$ cat config.mk
export PLATFORM = sky130hd
export DESIGN_NAME = stream_demux_1_4
export DESIGN_NICKNAME = d
export VERILOG_FILES = /design/src/rtl/stream_demux_pkg.sv /design/src/rtl/stream_slot.sv /design/src/rtl/stream_demux_1_4.sv
export SDC_FILE = /design/constraint.sdc
export NUM_CORES = 1
export LEC_CHECK = 0
export CAP_MARGIN = 15
export CORE_AREA = 5 5 54 56
export CTS_BUF_LIST = sky130_fd_sc_hd__clkbuf_4 sky130_fd_sc_hd__clkbuf_8 sky130_fd_sc_hd__clkbuf_16
export CTS_CLUSTER_DIAMETER = 40
export CTS_CLUSTER_SIZE = 20
export DETAILED_ROUTE_END_ITERATION = 12
export DIE_AREA = 0 0 59 61
export DONT_BUFFER_PORTS = 1
export PLACE_DENSITY = 0.69
export REMOVE_ABC_BUFFERS = 1
export SLEW_MARGIN = 40
export SYNTH_ARGS = -nofsm -noshare
export SYNTH_HDL_FRONTEND = slang
export SYNTH_SLANG_ARGS = --single-unit
$ cat constraint.sdc
create_clock -name clk -period 1.5 [get_ports clk]
set_input_delay 0.15 -clock clk [delete_from_list [all_inputs] [get_ports clk]]
set_output_delay 0.15 -clock clk [all_outputs]
set_load 0.05 [all_outputs]
$ cat src/rtl/stream_demux_pkg.sv
// rtl/stream_demux_pkg.sv - shared types and defaults for the 1:N stream demux
//
// Purpose: default data width and channel count, routing FSM state encoding,
//          and the payload layout held in each output slot.
// Ports:   none (package).

package stream_demux_pkg;

  localparam int DEF_W = 4;
  localparam int DEF_N = 4;

  typedef enum logic {
    ST_IDLE = 1'b0,
    ST_PKT  = 1'b1
  } state_t;

  typedef struct packed {
    logic [DEF_W-1:0] data;
    logic             last;
  } slot_payload_t;

endpackage

$ cat src/rtl/stream_slot.sv
// rtl/stream_slot.sv - one-entry registered output slot of the stream demux
//
// Purpose: holds a single beat (data + last) for one output channel.
//          A write and a drain in the same cycle keep the slot full and load
//          the new beat, so a channel streaming at full rate sees no bubble.
// Ports:
//   clk, rst   - rising-edge clock, synchronous active-high reset
//   i_wr_en    - load i_wr_data/i_wr_last this edge (caller guarantees room)
//   i_wr_data  - beat payload to store
//   i_wr_last  - beat last flag to store
//   i_ready    - downstream consumer ready
//   o_valid    - slot holds a beat for the consumer
//   o_data     - stored payload (held after drain, don't-care while invalid)
//   o_last     - stored last flag
//   o_full     - slot occupancy, same as o_valid, for the upstream ready logic

module stream_slot #(
  parameter int W = 4
) (
  input  logic         clk,
  input  logic         rst,
  input  logic         i_wr_en,
  input  logic [W-1:0] i_wr_data,
  input  logic         i_wr_last,
  input  logic         i_ready,
  output logic         o_valid,
  output logic [W-1:0] o_data,
  output logic         o_last,
  output logic         o_full
);

  logic         r_full;
  logic [W-1:0] r_data;
  logic         r_last;

  always_ff @(posedge clk) begin
    if (rst) begin
      r_full <= 1'b0;
      r_data <= '0;
      r_last <= 1'b0;
    end else if (i_wr_en) begin
      // Covers both the empty-slot write and the drain-and-reload case.
      r_full <= 1'b1;
      r_data <= i_wr_data;
      r_last <= i_wr_last;
    end else if (r_full && i_ready) begin
      r_full <= 1'b0;
    end
  end

  assign o_valid = r_full;
  assign o_full  = r_full;
  assign o_data  = r_data;
  assign o_last  = r_last;

endmodule

$ cat src/rtl/stream_demux_1_4.sv
// rtl/stream_demux_1_4.sv - packet-sticky 1:N valid/ready stream demultiplexer
//
// Purpose: routes one input stream to one of N output slots. The destination
//          is taken from in_sel on the first beat of a packet and locked until
//          the beat carrying in_last, so packets never interleave on a channel.
// Ports:
//   clk, rst            - rising-edge clock, synchronous active-high reset
//   in_data/in_sel/
//   in_last/in_valid    - input beat, destination (first beat only), last flag
//   in_ready            - beat accepted this cycle when in_valid is also high
//   out_data            - channel k payload at [k*W +: W]
//   out_last/out_valid  - per-channel last flag and slot-full
//   out_ready           - per-channel consumer ready
//   busy                - mid-packet (destination locked)

module stream_demux_1_4
  import stream_demux_pkg::*;
#(
  parameter int W  = DEF_W,
  parameter int N  = DEF_N,
  localparam int SW = $clog2(N)
) (
  input  logic            clk,
  input  logic            rst,
  input  logic [W-1:0]    in_data,
  input  logic [SW-1:0]   in_sel,
  input  logic            in_last,
  input  logic            in_valid,
  output logic            in_ready,
  output logic [N*W-1:0]  out_data,
  output logic [N-1:0]    out_last,
  output logic [N-1:0]    out_valid,
  input  logic [N-1:0]    out_ready,
  output logic            busy
);

  state_t        r_state;
  state_t        w_state_nxt;
  logic [SW-1:0] r_lock_sel;
  logic [SW-1:0] w_lock_nxt;
  logic [SW-1:0] w_target;
  logic          w_accept;
  logic [N-1:0]  w_wr_en;
  logic [N-1:0]  w_full;

  always_ff @(posedge clk) begin
    if (rst) begin
      r_state    <= ST_IDLE;
      r_lock_sel <= '0;
    end else begin
      r_state    <= w_state_nxt;
      r_lock_sel <= w_lock_nxt;
    end
  end

  always_comb begin
    w_state_nxt = r_state;
    w_lock_nxt  = r_lock_sel;
    w_target    = in_sel;
    w_wr_en     = '0;

    if (r_state == ST_PKT) begin
      w_target = r_lock_sel;
    end

    // Ready depends only on the target slot, never on in_valid.
    in_ready = !w_full[w_target] || out_ready[w_target];
    w_accept = in_valid && in_ready;

    if (w_accept) begin
      w_wr_en[w_target] = 1'b1;
    end

    case (r_state)
      ST_IDLE: begin
        // A single-beat packet (in_last on the first beat) never locks.
        if (w_accept && !in_last) begin
          w_state_nxt = ST_PKT;
          w_lock_nxt  = in_sel;
        end
      end
      ST_PKT: begin
        if (w_accept && in_last) begin
          w_state_nxt = ST_IDLE;
        end
      end
      default: begin
        w_state_nxt = ST_IDLE;
      end
    endcase
  end

  assign busy = (r_state == ST_PKT);

  for (genvar k = 0; k < N; k++) begin : g_slot
    stream_slot #(
      .W (W)
    ) u_slot (
      .clk       (clk),
      .rst       (rst),
      .i_wr_en   (w_wr_en[k]),
      .i_wr_data (in_data),
      .i_wr_last (in_last),
      .i_ready   (out_ready[k]),
      .o_valid   (out_valid[k]),
      .o_data    (out_data[k*W +: W]),
      .o_last    (out_last[k]),
      .o_full    (w_full[k])
    );
  end

endmodule

==> summary.txt <==
Clock network
  • Cts bufs inserted: 3
  • CTS H-tree lvls: 1
  • Clk pin slew, worst setup/hold paths: 0.14 ns
  • Clk buf depth: 2
  • Root Buffer: clkbuf_4
  • Clock Sinks: 27
  • Worst-Skew Late Latency: 0.33 ns
  • CTS tree: done

Setup path
  • Setup crit end kind: output port
  • Worst reg2reg setup slack: -0.08 ns
  • Crit path kind: register to output port
  • Worst path cell trace: mux2_4 -> mux2i_2 -> mux2i_1 -> buf_4
  • Worst Path Arrival: 1.63 ns
  • Critical Path Fanout Max: 4
  • Startpoint type of the worst setup path: register
  • Crit-path max cell delay: 0.40 ns
  • CP max-delay cell: dfxtp_4
  • WP data required: 1.35 ns
  • Reg2Reg Depth: 6

STA
  • RSZ-0062 raised after global routing: yes
  • Fmax: 563 MHz
  • Period minus WS final: 1.78 ns
  • Final hold vios: 0
  • Fin worst setup slack: -0.275 ns
  • Final setup viols: 14
  • Final period utilization: 1.18
  • Worst-margin pin slew: 0.449 ns
  • Setup TNS Final: -0.790 ns
  • Slew Limit Headroom: 0.701
  • Final-report max-slew violation count: 0
  • Clock Skews: 0.0122 ns

Detailed routing
  • Initial drt markers: 10
  • Remaining antenna violation count after routing: 0
  • DRT Wirelength: 3040 um
  • Routed WL per cell: 16.3 um
  • Via count: 974
  • Detailed-router iteration count before antenna repair: 4
  • Residual DRC: 0
  • Via density: 5.24

Placement
  • Placed cell areas: 1420 um2
  • GP Congestion: 0.773
  • IO Port Bufs: 0
  • Placed insts: 171
  • Hpwl dp: 2080 um
  • Pre-CTS WS: -0.143 ns

Cells and area
  • Finished Core Util: 0.678
  • Diodes inserted: 0
  • Design Area, Final: 1620 um2
  • # fillers: 195
  • Share of cells above drive strength 1: 0.365
  • Synth-to-Final Area Change: 33.7%
  • Final Instance Count excl. Fillers: 186
  • Nets: 171

Floorplan
  • IO Count: 40
  • Die width: 59 um
  • Core region area: 2390 um2
  • Initial Util: 0.507
  • Die ar.: 3600 um2
  • Row cnt: 18
  • Die height: 61 um

Run status
  • Status: finished, violations left
  • Violated checks: setup timing

Synth
  • Cell taking the most area after synthesis: dfxtp_1
  • Post-synth EDFFs: 0
  • Seq/Total Area, Yosys: 0.447
  • Yosys cell types: 20
  • Post-Synthesis Cells: 120
  • Post-synthesis cell area: 1210 um2
  • Synth top area share: 0.447
  • Avg Cell Area, Syn: 10.1 um2
  • Count leader, synth: dfxtp_1
  • Fraction of registers with async set/reset: 0
  • Post-synth top flop: dfxtp_1
  • Top cells by count, synth: 27 x dfxtp_1, 25 x mux2i_1, 23 x nor2_1, 8 x buf_4, 6 x nand2b_1
  • Register bit total from synthesis: 27
  • Synth warn: 0
  • Largest cells by area after synthesis: dfxtp_1 45%, mux2i_1 21%, nor2_1 7.1%

Global routing
  • Largest net degree at the start of global routing: 26
  • Total grt overflow: 0
  • Vias in the first global route: 1033
  • First-pass GRT wire length: 4820 um
  • Total Routing Usage GR: 0.181
  • Initial antenna violation count: 0

Worst hold path
  • Tightest Hold Check Type: primary input to register
  • Hold depth: 2

Power and ir drop
  • Psw: 0.000480 W
  • Worst IR Drop VDD: 0.720 mV
  • Reg power frac: 0.512
  • Clock Power Share: 0.214
  • Sw frac: 0.319
  • Int Power: 0.00102 W
  • P per Cell Area: 929 nW/um2
  • Leakage power: 0.795 nW
  • Comb power frac: 0.274

Run
  • Max_cap viols: 0
## stage by stage
step | total power, W | hold slack, ns
floorplan | 0.00102 | 0.219
global placement | 0.00111 | 0.225
detailed placement | 0.00112 | 0.224
CTS | 0.00151 | 0.0197
global route | 0.00157 | 0.0495
finish | 0.00150 | 0.0640
## path summary, 6_finish.rpt
check / from / end
worst max-delay path: register / in_ready
worst min-delay path: rst / register
worst max register to register: register / g_slot[1].u_slot.o_data[0]$_SDFFE_PP0P_
worst min register to register: g_slot[0].u_slot.o_data[3]$_SDFFE_PP0P_ / g_slot[0].u_slot.o_data[3]$_SDFFE_PP0P_
## sequential cells by signal, summed over array words and instances (netlist names), named ones only
register,count
g_slot.u_slot.o_full,4
r_lock_sel,2
g_slot.u_slot.o_last,4
g_slot.u_slot.o_data,16
## cell usage in the layout (no fill, tap or decap), drive strengths merged
cell type / n
o221ai: 1
clkbuf: 3
buf: 39
dlygate4sd3: 6
nand4: 4
nand2b: 6
nor3b: 1
dfxtp: 27
nor2: 23
mux2: 3
inv: 2
nand2: 5
o32ai: 1
clkinvlp: 1
mux2i: 27
o22ai: 1
nor2b: 1
a21oi: 5
## repair_timing
action,in CTS,in global routing
pin swaps,1,1
hold buffers,7,0
setup endpoints to repair,26,25
buffers inserted,4,0
gates resized for setup,10,5
endpoints found under the hold margin,26,0
## final cells by class
cell class	instances	area, um2	share of cell area
Multi-Input combinational cell	78	633	0.391
Sequential cell	27	544	0.336
Timing Repair Buffer	45	365	0.226
Tap cell	30	37.5	0.0232
Clock buffer	3	22.5	0.0139
Clock inverter	1	7.51	0.00464
Inverter	2	7.51	0.00464
## worst max-delay path, delay by kind of cell (launching register included)
family | cells | cell delay [ns]
flops | 1 | 0.40
mux | 3 | 0.69
buf+inv | 1 | 0.20
## routing by layer
metal | share of wire | track usage | vias to the layer above
li1 | - | - | 475
met2 | 0.49 | 0.315 | 34
met4 | 0.024 | 0.0939 | 0
met1 | 0.39 | 0.192 | 459
met5 | 0 | 0 | -
met3 | 0.091 | 0.0660 | 6
## power by group through the flow
stage | Combinational, W | Sequential (W) | Clock, W
after floorplan | 0.000125 | 0.000897 | 0
after global placement | 0.000329 | 0.000784 | 0
after detailed placement | 0.000338 | 0.000785 | 0
after CTS | 0.000399 | 0.000768 | 0.000341
after global routing | 0.000436 | 0.000774 | 0.000363
final | 0.000413 | 0.000769 | 0.000322
## cells by family (layout without fill, tap and decap cells)
group,Yosys count,in the layout,synth area share
AOI/OAI and AO/OA,8,8,0.0403
buffers and inverters,15,51,0.0786
DFF,27,27,0.447
muxes,30,30,0.264
and+or+nand+nor,40,40,0.171
Note: power is estimated with default switching activity, not from simulation.
